**src/rtl/alu_exec_unit.sv**
```systemverilog
// alu_exec_unit: two-stage pipelined integer ALU with valid/ready handshakes on
// both sides.
// Stage S1 captures the opcode, operands and tag. Stage S2 holds the computed
// result, its zero flag, the tag and the illegal-opcode flag.
// Ports:
//   clk          rising-edge clock
//   rst          synchronous active-high reset
//   in_valid     operation offered this cycle
//   in_ready     operation accepted this cycle (combinational)
//   alu_control  opcode: 000 add, 001 sub, 010 and, 011 or, 101 slt
//   src_a/src_b  operands, XLEN bits
//   rd_in        destination register tag
//   flush        kill every in-flight operation
//   out_valid    result available
//   out_ready    consumer takes the result this cycle
//   result       operation result
//   zero         result equals 0
//   rd_out       tag of the operation shown on result
//   illegal_op   opcode was an unassigned code (100, 110, 111)
module alu_exec_unit #(
  parameter int unsigned XLEN = 32
) (
  input  logic            clk,
  input  logic            rst,
  input  logic            in_valid,
  output logic            in_ready,
  input  logic [2:0]      alu_control,
  input  logic [XLEN-1:0] src_a,
  input  logic [XLEN-1:0] src_b,
  input  logic [4:0]      rd_in,
  input  logic            flush,
  output logic            out_valid,
  input  logic            out_ready,
  output logic [XLEN-1:0] result,
  output logic            zero,
  output logic [4:0]      rd_out,
  output logic            illegal_op
);

  // Stage 1 state
  logic            s1_valid_q;
  logic [2:0]      s1_ctrl_q;
  logic [XLEN-1:0] s1_a_q;
  logic [XLEN-1:0] s1_b_q;
  logic [4:0]      s1_rd_q;

  // Stage 2 state
  logic            s2_valid_q;
  logic [XLEN-1:0] s2_result_q;
  logic            s2_zero_q;
  logic [4:0]      s2_rd_q;
  logic            s2_illegal_q;

  logic            s2_advance;
  logic            s1_advance;
  logic            in_fire;
  logic            s2_load;
  logic [XLEN-1:0] alu_res;
  logic            alu_illegal;

  // S2 can take a new entry when it is empty or its current entry leaves.
  // S1 can take a new entry when it is empty or its entry moves into S2.
  assign s2_advance = !s2_valid_q || out_ready;
  assign s1_advance = !s1_valid_q || s2_advance;
  // rst gating keeps in_ready low during reset even though the datapath ignores it.
  assign in_ready   = !rst && !flush && s1_advance;
  assign in_fire    = in_valid && in_ready;
  assign s2_load    = !flush && s2_advance && s1_valid_q;

  always_comb begin
    alu_res     = '0;
    alu_illegal = 1'b0;
    case (s1_ctrl_q)
      3'b000:  alu_res = s1_a_q + s1_b_q;
      3'b001:  alu_res = s1_a_q - s1_b_q;
      3'b010:  alu_res = s1_a_q & s1_b_q;
      3'b011:  alu_res = s1_a_q | s1_b_q;
      3'b101:  alu_res = {{(XLEN-1){1'b0}}, ($signed(s1_a_q) < $signed(s1_b_q))};
      default: alu_illegal = 1'b1;
    endcase
  end

  always_ff @(posedge clk) begin
    if (rst) begin
      s1_valid_q   <= 1'b0;
      s1_ctrl_q    <= '0;
      s1_a_q       <= '0;
      s1_b_q       <= '0;
      s1_rd_q      <= '0;
      s2_valid_q   <= 1'b0;
      s2_result_q  <= '0;
      s2_zero_q    <= 1'b0;
      s2_rd_q      <= '0;
      s2_illegal_q <= 1'b0;
    end else begin
      if (flush) begin
        // A concurrent out_ready is not a transfer: the entry is simply dropped.
        s1_valid_q <= 1'b0;
        s2_valid_q <= 1'b0;
      end else begin
        if (s1_advance) s1_valid_q <= in_fire;
        if (s2_advance) s2_valid_q <= s1_valid_q;
      end
      if (in_fire) begin
        s1_ctrl_q <= alu_control;
        s1_a_q    <= src_a;
        s1_b_q    <= src_b;
        s1_rd_q   <= rd_in;
      end
      // Data only moves on a real load so a stalled result stays stable.
      if (s2_load) begin
        s2_result_q  <= alu_res;
        s2_zero_q    <= (alu_res == '0);
        s2_rd_q      <= s1_rd_q;
        s2_illegal_q <= alu_illegal;
      end
    end
  end

  assign out_valid  = s2_valid_q;
  assign result     = s2_result_q;
  assign zero       = s2_zero_q;
  assign rd_out     = s2_rd_q;
  assign illegal_op = s2_illegal_q;

endmodule
```
**config.mk**
```make
export PLATFORM = sky130hd
export DESIGN_NAME = alu_exec_unit
export DESIGN_NICKNAME = d
export VERILOG_FILES = /design/src/rtl/alu_exec_unit.sv
export SDC_FILE = /design/constraint.sdc
export NUM_CORES = 1
export LEC_CHECK = 0
export BUFFER_PORTS_ARGS = -buffer_cell sky130_fd_sc_hd__buf_2
export CAP_MARGIN = 30
export CORE_MARGIN = 4
export CORE_UTILIZATION = 35
export DETAILED_ROUTE_END_ITERATION = 10
export GPL_TIMING_DRIVEN = 0
export PLACE_DENSITY = 0.58
export SLEW_MARGIN = 5
export SYNTH_ARGS = -nofsm -noshare
export SYNTH_HDL_FRONTEND = slang
export SYNTH_SLANG_ARGS = --single-unit
```
**constraint.sdc**
```tcl
create_clock -name clk -period 8.84 [get_ports clk]
set_input_delay 0 -clock clk [delete_from_list [all_inputs] [get_ports clk]]
set_output_delay 0 -clock clk [all_outputs]
set_load 0.1 [all_outputs]
```
==> impl_metrics.py <==
metrics = {
    "status": {
        "status": "completed",
    },
    "timing": {
        "min_period_over_period_pct": 46.5,
        "finalWorstSetupSlack_ps": 4730,
        "worstMarginPinSlew_ps": 902,
        "max-slew-margin-rel_pct": 39.8,
        "rsz0062_at_grt": "false",
        "setup_viol": 0,
        "hold_viol_final": 0,
        "drv_slew": 0,
        "fin_crit_ps": 4110,
        "finClkSkew_ps": 10.9,
        "fmax_mhz": 243,
        "setup-tns-final_ps": 0,
    },
    "worst_hold_path": {
        "min_path_cells": 3,
        "hp-start": "rst",
        "hold_class": "in -> reg",
        "holdPathEnd": "result[30]",
    },
    "finish": {
        "n_antenna_cell": 0,
        "drive_above_1_share_pct": 12.9,
        "nNetsFinal": 1719,
        "syn2layout_area_growth_pct": 25.1,
        "stdcell_count": 1881,
    },
    "synth": {
        "synth_xor_area_share_pct": 1.66,
        "synth_cells": 1322,
        "yosysWarningCount": 0,
        "synthMuxAreaShare_pct": 1.10,
        "syn_area_per_cell_um2": 7.17,
        "syn_nets": 1508,
        "synth_async_sr_flop_share_pct": 0,
        "synth-simple-area-share_pct": 23.8,
        "synth_cell_types": 88,
        "synth_edf_count": 0,
        "ys.flop_type": "dfxtp_1",
        "synth_top_family_by_area": "compound AO/OA/AOI/OAI gates",
        "ys_seq_area_share_pct": 23.9,
        "synth-compound-area-share_pct": 27.0,
        "synth_fa_ha_area_share_pct": 14.6,
        "synthesis.area_um2": 9470,
        "synth-seq-cells": 113,
    },
    "placed_design": {
        "dp_cells": 1774,
        "pre_cts_slack_ps": 4820,
        "place_hpwl_um": 28700,
        "portBuffers": 116,
        "gp_congestion": 0.945,
    },
    "grt": {
        "antenna_found_initial": 0,
        "met3_usage_pct": 3.36,
        "met2_usage_pct": 42.0,
        "grt_max_degree": 17,
        "grt_pass1_vias": 10161,
        "grt_pass1_wl_um": 58100,
        "grt-ovfl-total": 0,
        "grt_usage_pct": 24.5,
        "top_usage_layer": "met2",
        "gr-usage-met1_pct": 32.1,
    },
    "run": {
        "maxCapViolations": 0,
    },
    "setup_path": {
        "crit_arrival_ps": 4450,
        "cp_slowest_cell": "a31oi_1",
        "crit_path_end_kind": "flop",
        "max_stage_delay_ps": 430,
        "required_ps": 9180,
        "rr_endpoint": "zero",
        "crit_path_start_kind": "flop",
        "regToRegStartpoint": "s1_a_q[10]",
        "critPathKind": "reg -> reg",
        "crit_chain": "inv_1 > ha_1 > clkbuf_1 > nor2_1 > o311ai_0 > a31oi_1 > o211ai_1 > a31oi_1 > nor2b_1 > o311ai_0 > a21oi_1 > mux2i_1 > nand3_1 > o41ai_2",
        "r2r_slack_ps": 4730,
        "reg2regPathDepth": 14,
        "path_max_fanout": 10,
    },
    "clocking": {
        "htree_levels": 4,
        "clock_tree.buffer_depth": 2,
        "postCtsHoldBufs": 75,
        "cts.repair.resized": 0,
        "cts_setup_buffers": 0,
        "cts_tree": "yes",
        "clk_latency_ps": 430,
        "cts_root_buf": "clkbuf_16",
        "numCtsBuffers": 17,
        "clock-sinks": 113,
        "path_clk_slew_ps": 60,
    },
    "floorplanning": {
        "io_pins": 118,
        "die_width_um": 173,
        "die_h_um": 173,
        "coreArea_um2": 26400,
        "row_count": 59,
        "die-area_um2": 29800,
        "start_util_pct": 35.9,
    },
    "power": {
        "ir_drop_mv": 0.121,
        "p_per_area_nw_per_um2": 143,
        "power_leakage_nw": 4.90,
    },
    "route": {
        "final_antenna_net_count": 0,
        "firstDrtPassIters": 5,
        "viasPerCell": 5.52,
        "wl_per_cell_um": 19.8,
        "vias": 10376,
        "post-route-drc-count": 0,
        "routed_wirelength_um": 37200,
        "initialDrtViolationCount": 774,
    },
}
## where the power goes
group	switching, mW	internal, mW
Clock	0.295	0.454
Sequential	0.0143	0.524
Combinational	0.256	0.145
## metal layers
layer,part of all wire [%],vias up
li1,-,5050
met1,44,4868
met2,48,388
met3,5.4,70
met4,2.8,0
met5,0,-
## flip-flops by register name, indices dropped and copies added, names as in the netlist
name,flops
rd_out,5
s1_valid_q,1
out_valid,1
s1_a_q,32
illegal_op,1
s1_ctrl_q,3
s1_b_q,32
zero,1
result,32
s1_rd_q,5
## metrics by stage
| step | utilization [%] | area (um2) | hold slack [ps] | power (mW) |
|---|---|---|---|---|
| 6_report | 45.0 | 11900 | 170 | 1.69 |
| 5_1_grt | 45.0 | 11900 | 207 | 1.76 |
| 4_1_cts | 45.0 | 11900 | 162 | 1.69 |
| 3_5_place_dp | 39.8 | 10500 | 236 | 0.919 |
| 3_3_place_gp | 39.7 | 10500 | 232 | 0.918 |
| 2_1_floorplan | - | 9470 | 79.3 | 0.803 |
## synthesized netlist by cell type (all sizes together) (25+ instances only)
master | instances | area, um2
nand2 | 234 | 881
a21oi | 181 | 906
dfxtp | 113 | 2260
nor2 | 112 | 425
ha | 107 | 1340
inv | 97 | 364
clkbuf | 57 | 236
o21ai | 46 | 230
nor3 | 31 | 155
nand3 | 25 | 125
## area by class of cell
cell class	instances	area (um2)
Multi-Input combinational cell	1030	6450
Sequential cell	113	2260
Clock inverter	14	179
Buffer	80	389
Fill cell	2743	14500
Tap cell	335	419
Inverter	99	372
Timing Repair Buffer	192	1340
Clock buffer	18	439
## cells in the final DEF (no fill, tap or decap), drive strengths merged, types with 8 or more instances in the layout
master and n:
o31ai 14, nor2 112, ha 107, nor2b 10, xnor2 17, nor4 23
nand3 25, buf 140, nand2b 15, a31oi 9, dlygate4sd3 75, inv 100
o311ai 8, o21ai 46, clkbuf 75, dfxtp 113, a21o 8, a211oi 20
a21oi 181, nand2 234, o211ai 23, and3 8, nor3 31
## kinds of logic after synthesis
family / Yosys count
AO/OA/AOI/OAI: 392
XOR/XNOR: 18
adder cells (fa/ha/maj): 109
buffers and inverters: 179
flip-flops: 113
multiplexers: 9
AND/OR/NAND/NOR: 502
## worst max-delay path, delay by kind of cell, from the launching register on
| family | cells | cell delay, ps |
|---|---|---|
| AOI/OAI and AO/OA | 7 | 1960 |
| adders and majority gates | 1 | 340 |
| buffers and inverters | 2 | 350 |
| DFF | 1 | 410 |
| muxes | 1 | 210 |
| and+or+nand+nor | 3 | 720 |
## worst max path at each step
stage	start	end	slack, ps	depth (start not counted)
global route	s1_a_q[10]	zero	4450	14
floorplan	out_valid	s1_a_q[0]	4370	6
detailed placement	s1_a_q[10]	zero	4820	14
finish	s1_a_q[10]	zero	4730	14
global placement	s1_a_q[10]	zero	4820	14
CTS	s1_a_q[10]	zero	4790	14
No activity file was read; power rests on OpenSTA's default activity.
